**src/rtl/pipe_ctrl.sv**
```systemverilog
// Decode-stage issue controller: register scoreboard, RAW/WAW and mul/div
// structural hazard detection, stall/flush/issue generation, drain FSM, stall counter.
module pipe_ctrl #(
   parameter int MULDIV_LAT = 8,
   parameter int CNT_W      = 32
) (
   input  logic             clk,
   input  logic             rst,
   input  logic             id_valid,
   input  logic [4:0]       id_rs1,
   input  logic [4:0]       id_rs2,
   input  logic             id_use_rs1,
   input  logic             id_use_rs2,
   input  logic [4:0]       id_rd,
   input  logic             id_wr_rd,
   input  logic             id_muldiv,
   input  logic             wb_valid,
   input  logic [4:0]       wb_rd,
   input  logic             ex_redirect,
   input  logic             drain_req,
   output logic             issue,
   output logic             stall,
   output logic             flush,
   output logic             drain_done,
   output logic [CNT_W-1:0] stall_cnt
);

   typedef enum logic [1:0] {RUN, DRAIN, DONE} state_t;

   state_t      state, state_nxt;
   logic [31:0] pending, pend_eff, pend_nxt;
   logic [3:0]  mulcnt, mulcnt_nxt;
   logic        raw, waw, mdh, hz, run;

   function automatic logic [CNT_W-1:0] sat_inc(input logic [CNT_W-1:0] v);
      return (v == {CNT_W{1'b1}}) ? v : v + CNT_W'(1);
   endfunction

   // RF writes on the falling edge, so a same-cycle write-back already clears the hazard
   always_comb begin
      pend_eff = pending;
      if (wb_valid) pend_eff[wb_rd] = 1'b0;
      pend_eff[0] = 1'b0;
   end

   always_comb begin
      raw = (id_use_rs1 & pend_eff[id_rs1]) | (id_use_rs2 & pend_eff[id_rs2]);
      waw = id_wr_rd & pend_eff[id_rd];
      mdh = id_muldiv & (mulcnt != 4'd0);
      hz  = id_valid & (raw | waw | mdh);
   end

   assign flush = ex_redirect;
   assign issue = id_valid & ~hz & ~ex_redirect & run;
   assign stall = id_valid & ~ex_redirect & (hz | ~run);

   always_comb begin
      pend_nxt = pend_eff;
      if (issue && id_wr_rd && (id_rd != 5'd0)) pend_nxt[id_rd] = 1'b1;
      if (issue && id_muldiv)       mulcnt_nxt = 4'(MULDIV_LAT);
      else if (mulcnt != 4'd0)      mulcnt_nxt = mulcnt - 4'd1;
      else                          mulcnt_nxt = mulcnt;
   end

   always_ff @(posedge clk or negedge rst) begin
      if (!rst) begin
         pending   <= '0;
         mulcnt    <= '0;
         stall_cnt <= '0;
      end else begin
         pending <= pend_nxt;
         mulcnt  <= mulcnt_nxt;
         if (stall) stall_cnt <= sat_inc(stall_cnt);
      end
   end

   always_ff @(posedge clk or negedge rst) begin
      if (!rst) state <= RUN;
      else      state <= state_nxt;
   end

   // Dropping drain_req mid-drain takes priority over completing it
   always_comb begin
      state_nxt = state;
      unique case (state)
         RUN:   if (drain_req) state_nxt = DRAIN;
         DRAIN: begin
            if (!drain_req)                                            state_nxt = RUN;
            else if ((pending == '0) && (mulcnt == 4'd0) && !issue)    state_nxt = DONE;
         end
         DONE:  state_nxt = RUN;
         default: state_nxt = RUN;
      endcase
   end

   always_comb begin
      run        = (state == RUN);
      drain_done = (state == DONE);
   end

endmodule

```
**config.mk**
```make
export PLATFORM = sky130hd
export DESIGN_NAME = pipe_ctrl
export DESIGN_NICKNAME = d
export VERILOG_FILES = /design/src/rtl/pipe_ctrl.sv
export SDC_FILE = /design/constraint.sdc
export NUM_CORES = 1
export LEC_CHECK = 0
export CAP_MARGIN = 40
export CORE_ASPECT_RATIO = 1.1
export CORE_MARGIN = 2
export CORE_UTILIZATION = 30
export DETAILED_ROUTE_END_ITERATION = 12
export GPL_ROUTABILITY_DRIVEN = 0
export HOLD_SLACK_MARGIN = 0.12
export PLACE_DENSITY = 0.54
export SETUP_SLACK_MARGIN = 0.2
export SYNTH_ARGS = -nofsm -noshare
export SYNTH_HDL_FRONTEND = slang
export SYNTH_SLANG_ARGS = --single-unit
```
**constraint.sdc**
```tcl
create_clock -name clk -period 7.25 [get_ports clk]
set_input_delay 0.725 -clock clk [delete_from_list [all_inputs] [get_ports clk]]
set_output_delay 0.725 -clock clk [all_outputs]
set_load 0.05 [all_outputs]
```
==> results.py <==
metrics = {
    "layout": {
        "n_antenna_cell": 0,
        "final_util_pct": 37.92,
        "nNetsFinal": 599,
        "final_area_um2": 5967,
        "drive_above_1_share_pct": 9.965,
        "syn_to_final_growth_pct": 23.61,
        "final_cell_count_no_fill": 772,
    },
    "pwr": {
        "total_leakage_power_nw": 2.481,
        "swShare_pct": 32.25,
        "clockPowerShare_pct": 36.4,
        "seqPwrFrac_pct": 39.0,
        "combPwrFrac_pct": 24.7,
        "p_sw_uw": 385.7,
        "irDropWorstVdd_v": 0.0001420,
        "p_total_mw": 1.196,
        "power_density_nw_per_um2": 200.4,
        "intPower_uw": 810.3,
    },
    "worst_setup_path": {
        "cp_max_fo": 17,
        "required_ns": 6.52,
        "crit_type": "in2out",
        "startpoint_type": "primary input",
        "arrival_ns": 4.89,
        "critPathCaptureType": "primary output",
    },
    "floorplan": {
        "coreArea_um2": 15740,
        "dieHeight_um": 137.0,
        "die_area_um2": 17120,
        "io_pins": 66,
        "num_rows": 48,
        "die_x_um": 124.9,
        "start_util_pct": 30.68,
    },
    "placed_design": {
        "dp_slack_ns": 1.697,
        "dpl_cell_area_um2": 5674,
        "io_buffers": 65,
        "dp_hpwl_um": 10850,
        "dp_cells": 756,
    },
    "timing": {
        "skew_ns": 0.008750,
        "finalCritPeriodShare_pct": 77.51,
        "timing_hold_violations_final": 0,
        "max_clock_freq_mhz": 178.0,
        "rsz0062_at_grt": "false",
        "fin_tns_setup_ns": 0,
        "slew_violations": 0,
        "setup_ws_ns": 1.631,
        "max_slew_margin_pct": 35.75,
        "worstMarginPinSlew_ns": 0.9607,
        "min_period_ns": 5.619,
        "hold_ws_ns": 0.2897,
        "setup_viol": 0,
    },
    "route": {
        "dr.pass1.iters": 5,
        "wl_per_cell_um": 19.49,
        "drt_iter0_markers": 334,
        "ant_nets": 0,
        "routed-via-count": 4550,
        "drc": 0,
        "wl_um": 15050,
        "vias_per_cell": 5.894,
    },
    "yosys": {
        "async_reset_ff_share_pct": 100.0,
        "ys_top_cells_by_count": "70 x dfrtp_1, 35 x o21ai_1, 29 x nor2_1, 29 x o21ai_0, 29 x xor2_1",
        "synth_warnings": 0,
        "synth.avg_cell_area_um2": 9.355,
        "ys_ff_latch": 70,
        "synth_nets": 548,
        "synth_cells": 516,
        "synth_most_common_cell": "dfrtp_1",
        "yosysTopAreaCellShare_pct": 36.29,
        "yosysUniqueCellTypes": 68,
        "netlist_area_um2": 4827,
        "ys_seq_area_share_pct": 36.29,
        "synth-edff-count": 0,
        "yosysTopAreaCell": "dfrtp_1",
        "ys.flop_type": "dfrtp_1",
        "synth_area_leaders": "dfrtp_1 36%, xor2_1 5.3%, mux2i_1 4.8%",
    },
    "outcome": {
        "status": "complete, no violations",
    },
    "cts": {
        "hold_buffers": 0,
        "clockBufferDepth": 2,
        "ctsResizeCount": 0,
        "cts_tree": "yes",
        "cts_setup_buffers": 0,
        "clkLatencyLatePin_ns": 0.34,
        "clkTransAtPathRegs_ns": 0.06,
        "clock-sinks": 70,
        "h-tree-depth": 3,
        "cts_buffers": 9,
        "cts_root_buffer": "clkbuf_16",
    },
    "grt": {
        "grt_pass1_wl_um": 24340,
        "overflow": 0,
        "first_global_vias": 4531,
        "track_usage_pct": 17.80,
        "grt_max_degree": 64,
        "antenna_found_initial": 0,
    },
    "run": {
        "maxCapViolations": 0,
    },
    "worst_hold_path": {
        "min_path_type": "in2async",
    },
}
[worst max-delay path, cell delays in order]
cell and delay, ns:
clkdlybuf4s50_1 0.95, nand2b_1 0.42, o2111ai_1 0.29, o31ai_1 0.10, o311a_1 0.35, o311ai_1 0.49, o41ai_2 0.26, nor3_4 0.38
clkdlybuf4s50_1 0.92
[layout by cell type (no fill, tap or decap), drive strengths merged, types with 3 or more instances in the layout]
cell,netlist,final
a211oi,4,4
a21oi,6,6
a31oi,3,3
a32oi,3,3
and3,11,11
and4,3,3
buf,21,9
clkbuf,12,11
clkdlybuf4s50,0,64
clkinv,0,3
dfrtp,70,70
inv,13,13
mux2,13,13
mux2i,23,23
mux4,7,7
nand2,21,21
nand2b,12,12
nand3,26,26
nand3b,5,5
nand4,8,8
nand4b,5,5
nand4bb,3,3
nor2,29,29
nor2b,3,3
nor3,16,16
nor3b,5,5
nor4,21,21
nor4bb,3,3
o211ai,3,3
o21ai,64,64
o221ai,3,3
o22ai,8,8
o311a,5,5
o311ai,9,9
o31ai,4,4
or3,3,3
xnor2,8,8
xor2,30,30
[power by group through the flow]
stage               sequential (mW)  clock [mW]  combinational, mW
CTS                           0.466       0.445              0.296
global route                  0.471       0.462              0.322
detailed placement            0.473           0              0.296
finish                        0.466       0.435              0.295
floorplan                     0.508           0              0.151
global placement              0.472           0              0.288
[layer usage]
metal  up-vias  global-route usage (%)  wire length [um]
met5         -                       0                 0
met4         0                   8.642               473
met2       213                   28.20              6854
met3        36                   4.183              1202
met1      2222                   23.04              6520
li1       2079                       -                 -
[state kept, by name, indices dropped and copies added, names as in the netlist]
| signal | cells |
|---|---|
| mulcnt | 4 |
| pending | 32 |
| stall_cnt | 32 |
| state | 2 |
[final timing paths]
path / slack, ns / endpoint / start / depth (start not counted)
hold reg to reg: 0.48 / state[0]$_DFFE_PN0P_ / state[1]$_DFFE_PN0P_ / 1
setup reg to reg: 4.13 / pending[27]$_DFF_PN0_ / pending[27]$_DFF_PN0_ / 9
hold / removal: 0.29 / stall_cnt[15]$_DFFE_PN0P_ / rst / 2
max in group asynchronous: 6.43 / pending[17]$_DFF_PN0_ / rst / 3
setup / recovery: 1.63 / issue / wb_rd[0] / 9
min in group clk: 0.48 / state[0]$_DFFE_PN0P_ / state[1]$_DFFE_PN0P_ / 1
[cells by family after synthesis]
family / after synthesis / share of synthesized area, %
buf+inv: 46 / 4.225
xor+xnor: 38 / 7.050
flops: 70 / 36.29
simple gates: 187 / 23.41
compound gates: 129 / 17.37
mux: 43 / 11.07
other cells: 1 / 0.07769
fa+ha+maj: 2 / 0.5183
[layout make-up]
type	instances	area, um^2
sequential	70	1752
inverter	13	48.80
timing repair buffer	73	748.2
clock inverter	5	60.06
multi-input combinational	400	2875
clock buffer	11	232.7
tap	200	250.2
fill	1597	9768
Power figures use the tool's default switching activity.
